## config.mk

```make
export PLATFORM = sky130hd
export DESIGN_NAME = mc_control_flat
export DESIGN_NICKNAME = d
export VERILOG_FILES = /design/src/rtl/mc_pkg.sv /design/src/rtl/mc_control_if.sv /design/src/rtl/mc_decode.sv /design/src/rtl/mc_control.sv /design/src/flat_wrapper.sv
export SDC_FILE = /design/constraint.sdc
export NUM_CORES = 1
export LEC_CHECK = 0
export BUFFER_PORTS_ARGS = -buffer_cell sky130_fd_sc_hd__buf_2
export CORE_MARGIN = 2
export CORE_UTILIZATION = 48
export CTS_CLUSTER_DIAMETER = 150
export DETAILED_ROUTE_END_ITERATION = 12
export PLACE_DENSITY_LB_ADDON = 0.2
export SLEW_MARGIN = 25
export SYNTH_ARGS = -nofsm -noshare
export SYNTH_HDL_FRONTEND = slang
export SYNTH_HIERARCHICAL = 1
export SYNTH_SLANG_ARGS = --single-unit
```

## constraint.sdc

```tcl
create_clock -name clk -period 3.97 [get_ports clk]
set_clock_uncertainty 0.1 [all_clocks]
set_input_delay 0.5955 -clock clk [delete_from_list [all_inputs] [get_ports clk]]
set_output_delay 0.5955 -clock clk [all_outputs]
set_load 0.02 [all_outputs]
```

## src/rtl/mc_pkg.sv

```systemverilog
// rtl/mc_pkg.sv - shared state, opcode, select and ALU codes for the multicycle controller
package mc_pkg;

    typedef enum logic [2:0] {
        S_IF  = 3'd0,
        S_ID  = 3'd1,
        S_EX  = 3'd2,
        S_MEM = 3'd3,
        S_WB  = 3'd4
    } state_t;

    typedef enum logic [3:0] {
        CL_R, CL_LW, CL_SW, CL_BEQ, CL_BNE, CL_J, CL_JAL,
        CL_ADDI, CL_ORI, CL_LUI, CL_ILL
    } iclass_t;

    localparam logic [5:0] OPC_RTYPE = 6'b000000;
    localparam logic [5:0] OPC_LW    = 6'b100011;
    localparam logic [5:0] OPC_SW    = 6'b101011;
    localparam logic [5:0] OPC_BEQ   = 6'b000100;
    localparam logic [5:0] OPC_BNE   = 6'b000101;
    localparam logic [5:0] OPC_J     = 6'b000010;
    localparam logic [5:0] OPC_JAL   = 6'b000011;
    localparam logic [5:0] OPC_ADDI  = 6'b001000;
    localparam logic [5:0] OPC_ORI   = 6'b001101;
    localparam logic [5:0] OPC_LUI   = 6'b001111;

    localparam logic [5:0] FUN_SLL  = 6'b000000;
    localparam logic [5:0] FUN_SRL  = 6'b000010;
    localparam logic [5:0] FUN_SRA  = 6'b000011;
    localparam logic [5:0] FUN_ADD  = 6'b100000;
    localparam logic [5:0] FUN_ADDU = 6'b100001;
    localparam logic [5:0] FUN_SUB  = 6'b100010;
    localparam logic [5:0] FUN_SUBU = 6'b100011;
    localparam logic [5:0] FUN_AND  = 6'b100100;
    localparam logic [5:0] FUN_OR   = 6'b100101;
    localparam logic [5:0] FUN_XOR  = 6'b100110;
    localparam logic [5:0] FUN_NOR  = 6'b100111;
    localparam logic [5:0] FUN_SLT  = 6'b101010;

    localparam logic [1:0] SRCB_REG     = 2'b00;
    localparam logic [1:0] SRCB_FOUR    = 2'b01;
    localparam logic [1:0] SRCB_IMM     = 2'b10;
    localparam logic [1:0] SRCB_IMM_SH2 = 2'b11;

    localparam logic [1:0] PCS_ALU    = 2'b00;
    localparam logic [1:0] PCS_BRANCH = 2'b01;
    localparam logic [1:0] PCS_JUMP   = 2'b10;

    localparam logic [4:0] ALU_SUB = 5'd1;
    localparam logic [4:0] ALU_AND = 5'd2;
    localparam logic [4:0] ALU_OR  = 5'd3;
    localparam logic [4:0] ALU_XOR = 5'd4;
    localparam logic [4:0] ALU_NOR = 5'd5;
    localparam logic [4:0] ALU_SLT = 5'd6;
    localparam logic [4:0] ALU_SLL = 5'd7;
    localparam logic [4:0] ALU_SRL = 5'd8;
    localparam logic [4:0] ALU_SRA = 5'd9;
    localparam logic [4:0] ALU_LUI = 5'd10;

endpackage

```

## src/rtl/mc_control_if.sv

```systemverilog
// rtl/mc_control_if.sv - controller <-> datapath signal bundle
interface mc_control_if #(
    parameter int ALUF_W = 5
);
    logic [5:0]        op;
    logic [5:0]        fun;
    logic              zero;
    logic              mem_ready;
    logic              PCWr, IRWr, MemRd, MemWr, RegWr;
    logic              RegDst, MentoReg, Extop, ALUSrcA, Link;
    logic [1:0]        ALUSrcB;
    logic [1:0]        PCSrc;
    logic [ALUF_W-1:0] aluf;
    logic [2:0]        state;
    logic              illegal;

    modport master (
        input  op, fun, zero, mem_ready,
        output PCWr, IRWr, MemRd, MemWr, RegWr,
        output RegDst, MentoReg, Extop, ALUSrcA, Link,
        output ALUSrcB, PCSrc, aluf, state, illegal
    );

    modport slave (
        output op, fun, zero, mem_ready,
        input  PCWr, IRWr, MemRd, MemWr, RegWr,
        input  RegDst, MentoReg, Extop, ALUSrcA, Link,
        input  ALUSrcB, PCSrc, aluf, state, illegal
    );
endinterface

```

## src/rtl/mc_decode.sv

```systemverilog
// rtl/mc_decode.sv - combinational op/fun to instruction class and ALU function
module mc_decode
    import mc_pkg::*;
#(
    parameter int                ALUF_W     = 5,
    parameter logic [ALUF_W-1:0] OP_ALU_ADD = 5'b00000
) (
    input  logic [5:0]        op,
    input  logic [5:0]        fun,
    output iclass_t           iclass,
    output logic [ALUF_W-1:0] aluf
);

    always_comb begin
        iclass = CL_ILL;
        aluf   = OP_ALU_ADD;
        case (op)
            OPC_RTYPE: begin
                iclass = CL_R;
                case (fun)
                    FUN_SUB, FUN_SUBU: aluf = ALUF_W'(ALU_SUB);
                    FUN_AND:           aluf = ALUF_W'(ALU_AND);
                    FUN_OR:            aluf = ALUF_W'(ALU_OR);
                    FUN_XOR:           aluf = ALUF_W'(ALU_XOR);
                    FUN_NOR:           aluf = ALUF_W'(ALU_NOR);
                    FUN_SLT:           aluf = ALUF_W'(ALU_SLT);
                    FUN_SLL:           aluf = ALUF_W'(ALU_SLL);
                    FUN_SRL:           aluf = ALUF_W'(ALU_SRL);
                    FUN_SRA:           aluf = ALUF_W'(ALU_SRA);
                    default:           aluf = OP_ALU_ADD;
                endcase
            end
            OPC_LW:   iclass = CL_LW;
            OPC_SW:   iclass = CL_SW;
            OPC_BEQ:  begin iclass = CL_BEQ; aluf = ALUF_W'(ALU_SUB); end
            OPC_BNE:  begin iclass = CL_BNE; aluf = ALUF_W'(ALU_SUB); end
            OPC_J:    iclass = CL_J;
            OPC_JAL:  iclass = CL_JAL;
            OPC_ADDI: iclass = CL_ADDI;
            OPC_ORI:  begin iclass = CL_ORI; aluf = ALUF_W'(ALU_OR); end
            OPC_LUI:  begin iclass = CL_LUI; aluf = ALUF_W'(ALU_LUI); end
            default:  iclass = CL_ILL;
        endcase
    end

endmodule

```

## src/rtl/mc_control.sv

```systemverilog
// rtl/mc_control.sv - multicycle CPU control FSM (IF/ID/EX/MEM/WB)
module mc_control
    import mc_pkg::*;
#(
    parameter int                ALUF_W     = 5,
    parameter logic [ALUF_W-1:0] OP_ALU_ADD = 5'b00000
) (
    input  logic           clk,
    input  logic           rst,
    mc_control_if.master   bus
);

    state_t            state_r, state_next;
    logic              run;
    iclass_t           iclass;
    logic [ALUF_W-1:0] dec_aluf;

    logic              pcwr, irwr, memrd, memwr, regwr;
    logic              regdst, memtoreg, extop, srca, link, illegal;
    logic [1:0]        srcb, pcsrc;
    logic [ALUF_W-1:0] aluf;

    mc_decode #(.ALUF_W(ALUF_W), .OP_ALU_ADD(OP_ALU_ADD)) u_decode (
        .op     (bus.op),
        .fun    (bus.fun),
        .iclass (iclass),
        .aluf   (dec_aluf)
    );

    // run holds every output low until the first edge after reset, and its
    // async clear is what kills an in-flight store the moment rst rises
    always_ff @(posedge clk or posedge rst) begin
        if (rst) begin
            state_r <= S_IF;
            run     <= 1'b0;
        end else begin
            state_r <= state_next;
            run     <= 1'b1;
        end
    end

    always_comb begin
        state_next = S_IF;
        pcwr = 1'b0; irwr = 1'b0; memrd = 1'b0; memwr = 1'b0; regwr = 1'b0;
        regdst = 1'b0; memtoreg = 1'b0; extop = 1'b0; srca = 1'b0; link = 1'b0;
        illegal = 1'b0;
        srcb  = SRCB_REG;
        pcsrc = PCS_ALU;
        aluf  = '0;
        if (run) begin
            case (state_r)
                S_IF: begin
                    memrd = 1'b1;
                    srcb  = SRCB_FOUR;
                    aluf  = OP_ALU_ADD;
                    if (bus.mem_ready) begin
                        irwr       = 1'b1;
                        pcwr       = 1'b1;
                        pcsrc      = PCS_ALU;
                        state_next = S_ID;
                    end
                end
                S_ID: begin
                    srcb = SRCB_IMM_SH2;
                    aluf = OP_ALU_ADD;
                    case (iclass)
                        CL_J:   begin pcwr = 1'b1; pcsrc = PCS_JUMP; end
                        CL_JAL: begin
                            pcwr  = 1'b1;
                            pcsrc = PCS_JUMP;
                            regwr = 1'b1;
                            link  = 1'b1;
                        end
                        CL_ILL: illegal = 1'b1;
                        default: state_next = S_EX;
                    endcase
                end
                S_EX: begin
                    srca = 1'b1;
                    aluf = dec_aluf;
                    case (iclass)
                        CL_R: begin srcb = SRCB_REG; state_next = S_WB; end
                        CL_ADDI, CL_ORI, CL_LUI: begin
                            srcb       = SRCB_IMM;
                            extop      = (iclass == CL_ADDI);
                            state_next = S_WB;
                        end
                        CL_LW, CL_SW: begin
                            srcb       = SRCB_IMM;
                            extop      = 1'b1;
                            state_next = S_MEM;
                        end
                        CL_BEQ: begin pcsrc = PCS_BRANCH; pcwr = bus.zero;  end
                        CL_BNE: begin pcsrc = PCS_BRANCH; pcwr = !bus.zero; end
                        default: state_next = S_IF;
                    endcase
                end
                S_MEM: begin
                    case (iclass)
                        CL_LW: begin
                            memrd      = 1'b1;
                            state_next = bus.mem_ready ? S_WB : S_MEM;
                        end
                        CL_SW: begin
                            memwr      = 1'b1;
                            state_next = bus.mem_ready ? S_IF : S_MEM;
                        end
                        default: state_next = S_IF;
                    endcase
                end
                S_WB: begin
                    regwr    = 1'b1;
                    regdst   = (iclass == CL_R);
                    memtoreg = (iclass == CL_LW);
                end
                default: state_next = S_IF;
            endcase
        end
    end

    assign bus.PCWr     = pcwr;
    assign bus.IRWr     = irwr;
    assign bus.MemRd    = memrd;
    assign bus.MemWr    = memwr;
    assign bus.RegWr    = regwr;
    assign bus.RegDst   = regdst;
    assign bus.MentoReg = memtoreg;
    assign bus.Extop    = extop;
    assign bus.ALUSrcA  = srca;
    assign bus.Link     = link;
    assign bus.ALUSrcB  = srcb;
    assign bus.PCSrc    = pcsrc;
    assign bus.aluf     = aluf;
    assign bus.state    = state_r;
    assign bus.illegal  = illegal;

endmodule
```

## src/flat_wrapper.sv

```systemverilog
// flat-port wrapper written by rule: the top's interface ports become plain ports
module mc_control_flat import mc_pkg::*;
#(
    parameter int                ALUF_W     = 5,
    parameter logic [ALUF_W-1:0] OP_ALU_ADD = 5'b00000
)
  (clk, rst, bus_op, bus_fun, bus_zero, bus_mem_ready, bus_PCWr, bus_IRWr, bus_MemRd, bus_MemWr, bus_RegWr, bus_RegDst, bus_MentoReg, bus_Extop, bus_ALUSrcA, bus_Link, bus_ALUSrcB, bus_PCSrc, bus_aluf, bus_state, bus_illegal);
  mc_control_if #(.ALUF_W(ALUF_W)) bus_i ();
  input  logic clk;
  input  logic rst;
  input wire logic [$bits(bus_i.op)-1:0] bus_op;
  input wire logic [$bits(bus_i.fun)-1:0] bus_fun;
  input wire logic [$bits(bus_i.zero)-1:0] bus_zero;
  input wire logic [$bits(bus_i.mem_ready)-1:0] bus_mem_ready;
  output wire logic [$bits(bus_i.PCWr)-1:0] bus_PCWr;
  output wire logic [$bits(bus_i.IRWr)-1:0] bus_IRWr;
  output wire logic [$bits(bus_i.MemRd)-1:0] bus_MemRd;
  output wire logic [$bits(bus_i.MemWr)-1:0] bus_MemWr;
  output wire logic [$bits(bus_i.RegWr)-1:0] bus_RegWr;
  output wire logic [$bits(bus_i.RegDst)-1:0] bus_RegDst;
  output wire logic [$bits(bus_i.MentoReg)-1:0] bus_MentoReg;
  output wire logic [$bits(bus_i.Extop)-1:0] bus_Extop;
  output wire logic [$bits(bus_i.ALUSrcA)-1:0] bus_ALUSrcA;
  output wire logic [$bits(bus_i.Link)-1:0] bus_Link;
  output wire logic [$bits(bus_i.ALUSrcB)-1:0] bus_ALUSrcB;
  output wire logic [$bits(bus_i.PCSrc)-1:0] bus_PCSrc;
  output wire logic [$bits(bus_i.aluf)-1:0] bus_aluf;
  output wire logic [$bits(bus_i.state)-1:0] bus_state;
  output wire logic [$bits(bus_i.illegal)-1:0] bus_illegal;
  assign bus_i.op = bus_op;
  assign bus_i.fun = bus_fun;
  assign bus_i.zero = bus_zero;
  assign bus_i.mem_ready = bus_mem_ready;
  assign bus_PCWr = bus_i.PCWr;
  assign bus_IRWr = bus_i.IRWr;
  assign bus_MemRd = bus_i.MemRd;
  assign bus_MemWr = bus_i.MemWr;
  assign bus_RegWr = bus_i.RegWr;
  assign bus_RegDst = bus_i.RegDst;
  assign bus_MentoReg = bus_i.MentoReg;
  assign bus_Extop = bus_i.Extop;
  assign bus_ALUSrcA = bus_i.ALUSrcA;
  assign bus_Link = bus_i.Link;
  assign bus_ALUSrcB = bus_i.ALUSrcB;
  assign bus_PCSrc = bus_i.PCSrc;
  assign bus_aluf = bus_i.aluf;
  assign bus_state = bus_i.state;
  assign bus_illegal = bus_i.illegal;
  mc_control #(.ALUF_W(ALUF_W), .OP_ALU_ADD(OP_ALU_ADD)) u_core (.clk(clk), .rst(rst), .bus(bus_i));
endmodule
```

[Word-level counts from Yosys, hierarchy flattened]
Index checks and enable logic that the tools add are counted.
Storage, ports and cells
  output and inout port bits: 23
  logic and storage cells: 98
  input bits: 16
  bits in registers: 4
Cells by class
  multiplexer cells: 50
  reductions and logical operators: 14
  eq/ne operators: 32
Operators with widths (number)
  6-bit equality test, second input constant: 9
  4-bit one-hot mux with 10 select lines: 1
  4-bit one-hot mux with 9 select lines: 1
  1-bit two-way mux: 27
  6-bit by 2-bit equality test with 1-bit output, second input constant: 4
  6-bit by 4-bit equality test with 1-bit output, second input constant: 3
  4-bit by 3-bit equality test with 1-bit output, second input constant: 4
  4-bit one-hot mux with 4 select lines: 1
  4-bit equality test, second input constant: 3
  6-bit by 3-bit equality test with 1-bit output, second input constant: 2
  6-bit zero test: 2
  2-bit two-way mux: 6
  3-bit one-hot mux with 2 select lines: 2
  3-bit one-hot mux with 4 select lines: 1
  2-bit OR reduction: 5
  4-bit by 2-bit equality test with 1-bit output, second input constant: 2
  1-bit one-hot mux with 2 select lines: 4
  3-bit by 2-bit equality test with 1-bit output, second input constant: 2
  3-bit two-way mux: 2
  2-bit one-hot mux with 3 select lines: 1
  3-bit OR reduction: 2
  5-bit two-way mux: 1
  5-bit OR reduction: 1
  4-bit by 1-bit equality test with 1-bit output, second input constant: 1
  9 further kinds: 9

[Depth between registers and ports, before layout]
  depth in word-level cells: 7
  depth in mapped cells: 10

[Hierarchy]
Netlist, hierarchy kept.
Modules (own cells, without submodules)
  mc_control: times used 1, cells each 79, area an instance 570.5 µm²
  mc_decode: times used 1, cells each 56, area an instance 361.6 µm²

[Worst setup path before layout]
Ideal clock, no wire load.
  kind: input -> output
  start point: input bus_op[2]
  end point: output bus_PCWr
  path slack: 506 ps
  required time: 3274 ps
  stages: 7
  arrival: 2769 ps
  buffers on the path: 1
  cell sequence: buf_2 -> or2_1 -> a2111oi_0 -> nand2b_1 -> or3_1 -> a21oi_2 -> or3_1
Between the ends
  cells in the longest elaborated chain, start to end: 7
  elaborated cells between the ends (all ways): 20
  classes of those cells: 13 x eq/ne; 5 x mux; 2 x reduce/logical
RTL lines
  start: declaration: RTL line flat_wrapper.sv:11  | input wire logic [$bits(bus_i.op)-1:0] bus_op;
  6-bit by 4-bit equality test with 1-bit output (tied with other cells): RTL line mc_decode.sv:17  | case (op)
  4-bit one-hot mux with 10 select lines (*): RTL line mc_decode.sv:17
  net u_core.iclass[2]: RTL line mc_control.sv:15  | iclass_t iclass;
  4-bit by 3-bit equality test with 1-bit output: RTL line mc_control.sv:66  | case (iclass)
  2-bit OR reduction (no line)
  1-bit two-way mux: RTL line mc_control.sv:66
  1-bit one-hot mux with 3 select lines (*): RTL line mc_control.sv:51  | case (state_r)
  1-bit two-way mux (*): RTL line mc_control.sv:50  | if (run) begin
  end: declaration: RTL line flat_wrapper.sv:15  | output wire logic [$bits(bus_i.PCWr)-1:0] bus_PCWr;
Mark *: on every way through the listed nets, which the timed path passes. The rest lies on a longest branch.

[Final worst setup path]
  start point: input bus_op[3]
  end point: output bus_PCWr
Same word-level chain as after synthesis.

==> run summary <==
outcome = completed
worst rel slew slack = 48.5%
CTS tree = done
first-pass GRT wire length = 3810 um
IO Port Bufs = 37
initial drt markers = 29
Yosys warning count = 6
layout cell share with drive strength beyond 1 = 32.9%
Die Span Y = 48.1 um
CTS Hold Buffers Added = 0
Synthesized Nets = 151
worst slew pin tran = 0.767 ns
die width = 48.1 um
CTS sink cnt = 4
setup TNS = 0 ns
Clock Path Buffers = 2
Finished Core Util = 63.9%
clk slew on worst S/H paths = 0.04 ns
Slew Viols, Final = 0
Seq cells post-synth = 4
Critical Path Max Stage Delay = 0.61 ns
GRT Total Usage = 22.7%
most frequent cells in the layout = buf_2, nor2_1, nand2b_1, nand2_1, a21oi_1
Post-Syn Area = 932 um2
global route hottest layer = met2
most used cell, CP = buf_2
CP cell instances = buf_2 -> or2_1 -> a2bb2oi_1 -> nor2_1 -> o21ai_1 -> inv_1 -> nand2_2 -> a21oi_2 -> or3_1 -> buf_2
Resize count post-CTS = 0
dpl ws = 0.391 ns
DR pass1 iterations = 4
Synth Instances = 135
worst path required time = 3.27 ns
post-synth top area share = 10.7%
Final ANT Viol Nets = 0
largest net degree at the start of global routing = 16
Worst setup EP type = primary output
Avg WL per Cell = 12.5 um
H-tree levels = 1
RSZ-0062 raised after global routing = no
Tcrit/Tclk final = 90.8%
PnR worst setup slack = 0.365 ns
Die Footprint = 2310 um2
GPL Wtd Cong = 0.832
Final HPWL DP = 1830 um
ant diodes = 0
met3 Resource Use GR = 3.40%
placed cells = 189
Post-CTS Setup Inserts = 0
syn avg cell area = 6.90 um2
later-pin clock latency in the skew report = 0.23 ns
top_reg_cell synth = dfrtp_1
Pwr per Cell Area = 155 nW/um2
sequential share of the synthesized area = 10.7%
Register-to-Register Setup Slack = 2.40 ns
total grt overflow = 0
post-synthesis cell type count = 54
Final Setup Violations = 0
Startpoint Class = input pin
area grow syn2layout = 22.3%
Synth area leaders = dfrtp_1, nand2b_1, nor2_1
CTS Root Cell = clkbuf_4
I/O pin cnt = 39
hold crit path type = in2async
via count = 1114
delay-heaviest family, CP = compound AO/OA/AOI/OAI gates
Worst path slowest cell = o21ai_1
DRC = 0
Starting Density = 52.3%
fin crit period = 3.61 ns
Async S/R FF share, synth = 100%
met2 usage = 35.2%
critical path class = in2out
row count = 15
area leader, netlist = dfrtp_1
Hold Fails Final Rpt = 0
M1 GR Usage = 32.2%
Max VDD drop = 0.143 mV
Data arrival, critical path = 2.91 ns
NumNets Final = 185
max cap viols = 0
commonest non-fill, non-tap cell in the layout = buf_2
fmax = 277 MHz
Worst Path Buf+Inv = 3
post-route non-filler standard cell count = 192
initial antenna violation count = 0
number of global-route vias before repair = 892
TritonCTS buffer count = 3
drt via density = 5.80
crit-path max FO = 13
WL final = 2400 um
area of the core = 1780 um2
number of synthesized flops with an enable pin = 0
Leak = 0.512 nW
-- where the power goes --
part / switching, mW / leakage (nW) / internal, mW
sequential: 0.00370 / 0.0525 / 0.0426
combinational: 0.0507 / 0.446 / 0.0321
clock: 0.0141 / 0.0138 / 0.0336
-- area by class of cell --
| cell class | count | area, um2 |
|---|---|---|
| well taps | 25 | 31.3 |
| fillers | 175 | 643 |
| clock buffers | 3 | 22.5 |
| multi-input cells | 115 | 759 |
| inverters | 5 | 18.8 |
| repair buffers | 40 | 208 |
| flip-flops and latches | 4 | 100 |
-- path summary, 6_finish.rpt --
path,from,to,depth (start not counted)
worst max-delay path,bus_op[3],bus_PCWr,10
worst min-delay path,rst,u_core/bus.state[2],2
worst max register to register,u_core/bus.state[2],u_core/bus.state[1],3
worst min register to register,u_core/bus.state[1],u_core/bus.state[0],1
max in group asynchronous,rst,u_core/run,2
min in group clk,u_core/bus.state[1],u_core/bus.state[0],1
-- through the flow --
step | hold WS (ns) | power, mW | instance area (um2)
after floorplan | 0.262 | 0.104 | 932
after global placement | 0.372 | 0.127 | 1120
after detailed placement | 0.375 | 0.129 | 1120
after CTS | 0.130 | 0.179 | 1140
after global routing | 0.138 | 0.190 | 1140
final | 0.134 | 0.177 | 1140
-- worst register-to-register path, delay by kind of cell, from the launching register on --
kind            cells  cell delay, ns
compound gates      1            0.34
flops               1            0.44
simple gates        2            0.56
-- synth_stat cells, types with 4 or more instances --
library cell  instances
nor2_1               11
a21oi_1               7
nand2_1               7
nand2b_1              7
buf_2                 6
nor2b_1               6
nor3_1                6
and2_1                5
nand3_1               5
or3_1                 5
a211oi_1              4
a31oi_1               4
dfrtp_1               4
-- cells by family (layout without fill, tap and decap cells) --
logic type / after synthesis / after routing / synth area share (%)
compound gates: 35 / 35 / 26.4
other cells: 2 / 2 / 0.806
flops: 4 / 4 / 10.7
mux: 2 / 2 / 2.28
xor+xnor: 3 / 3 / 2.82
simple gates: 73 / 73 / 48.5
buf+inv: 16 / 48 / 8.46
-- routing by layer --
layer / part of all wire (%) / routed length [um]
met1: 47 / 1130
met2: 49 / 1180
met3: 3.5 / 85
met4: 0 / 0
met5: 0 / 0
-- registers in the layout, summed over array words and instances (netlist names) --
signal	count
u_core/bus.state	3
u_core/run	1
No activity file was read; power rests on OpenSTA's default activity.
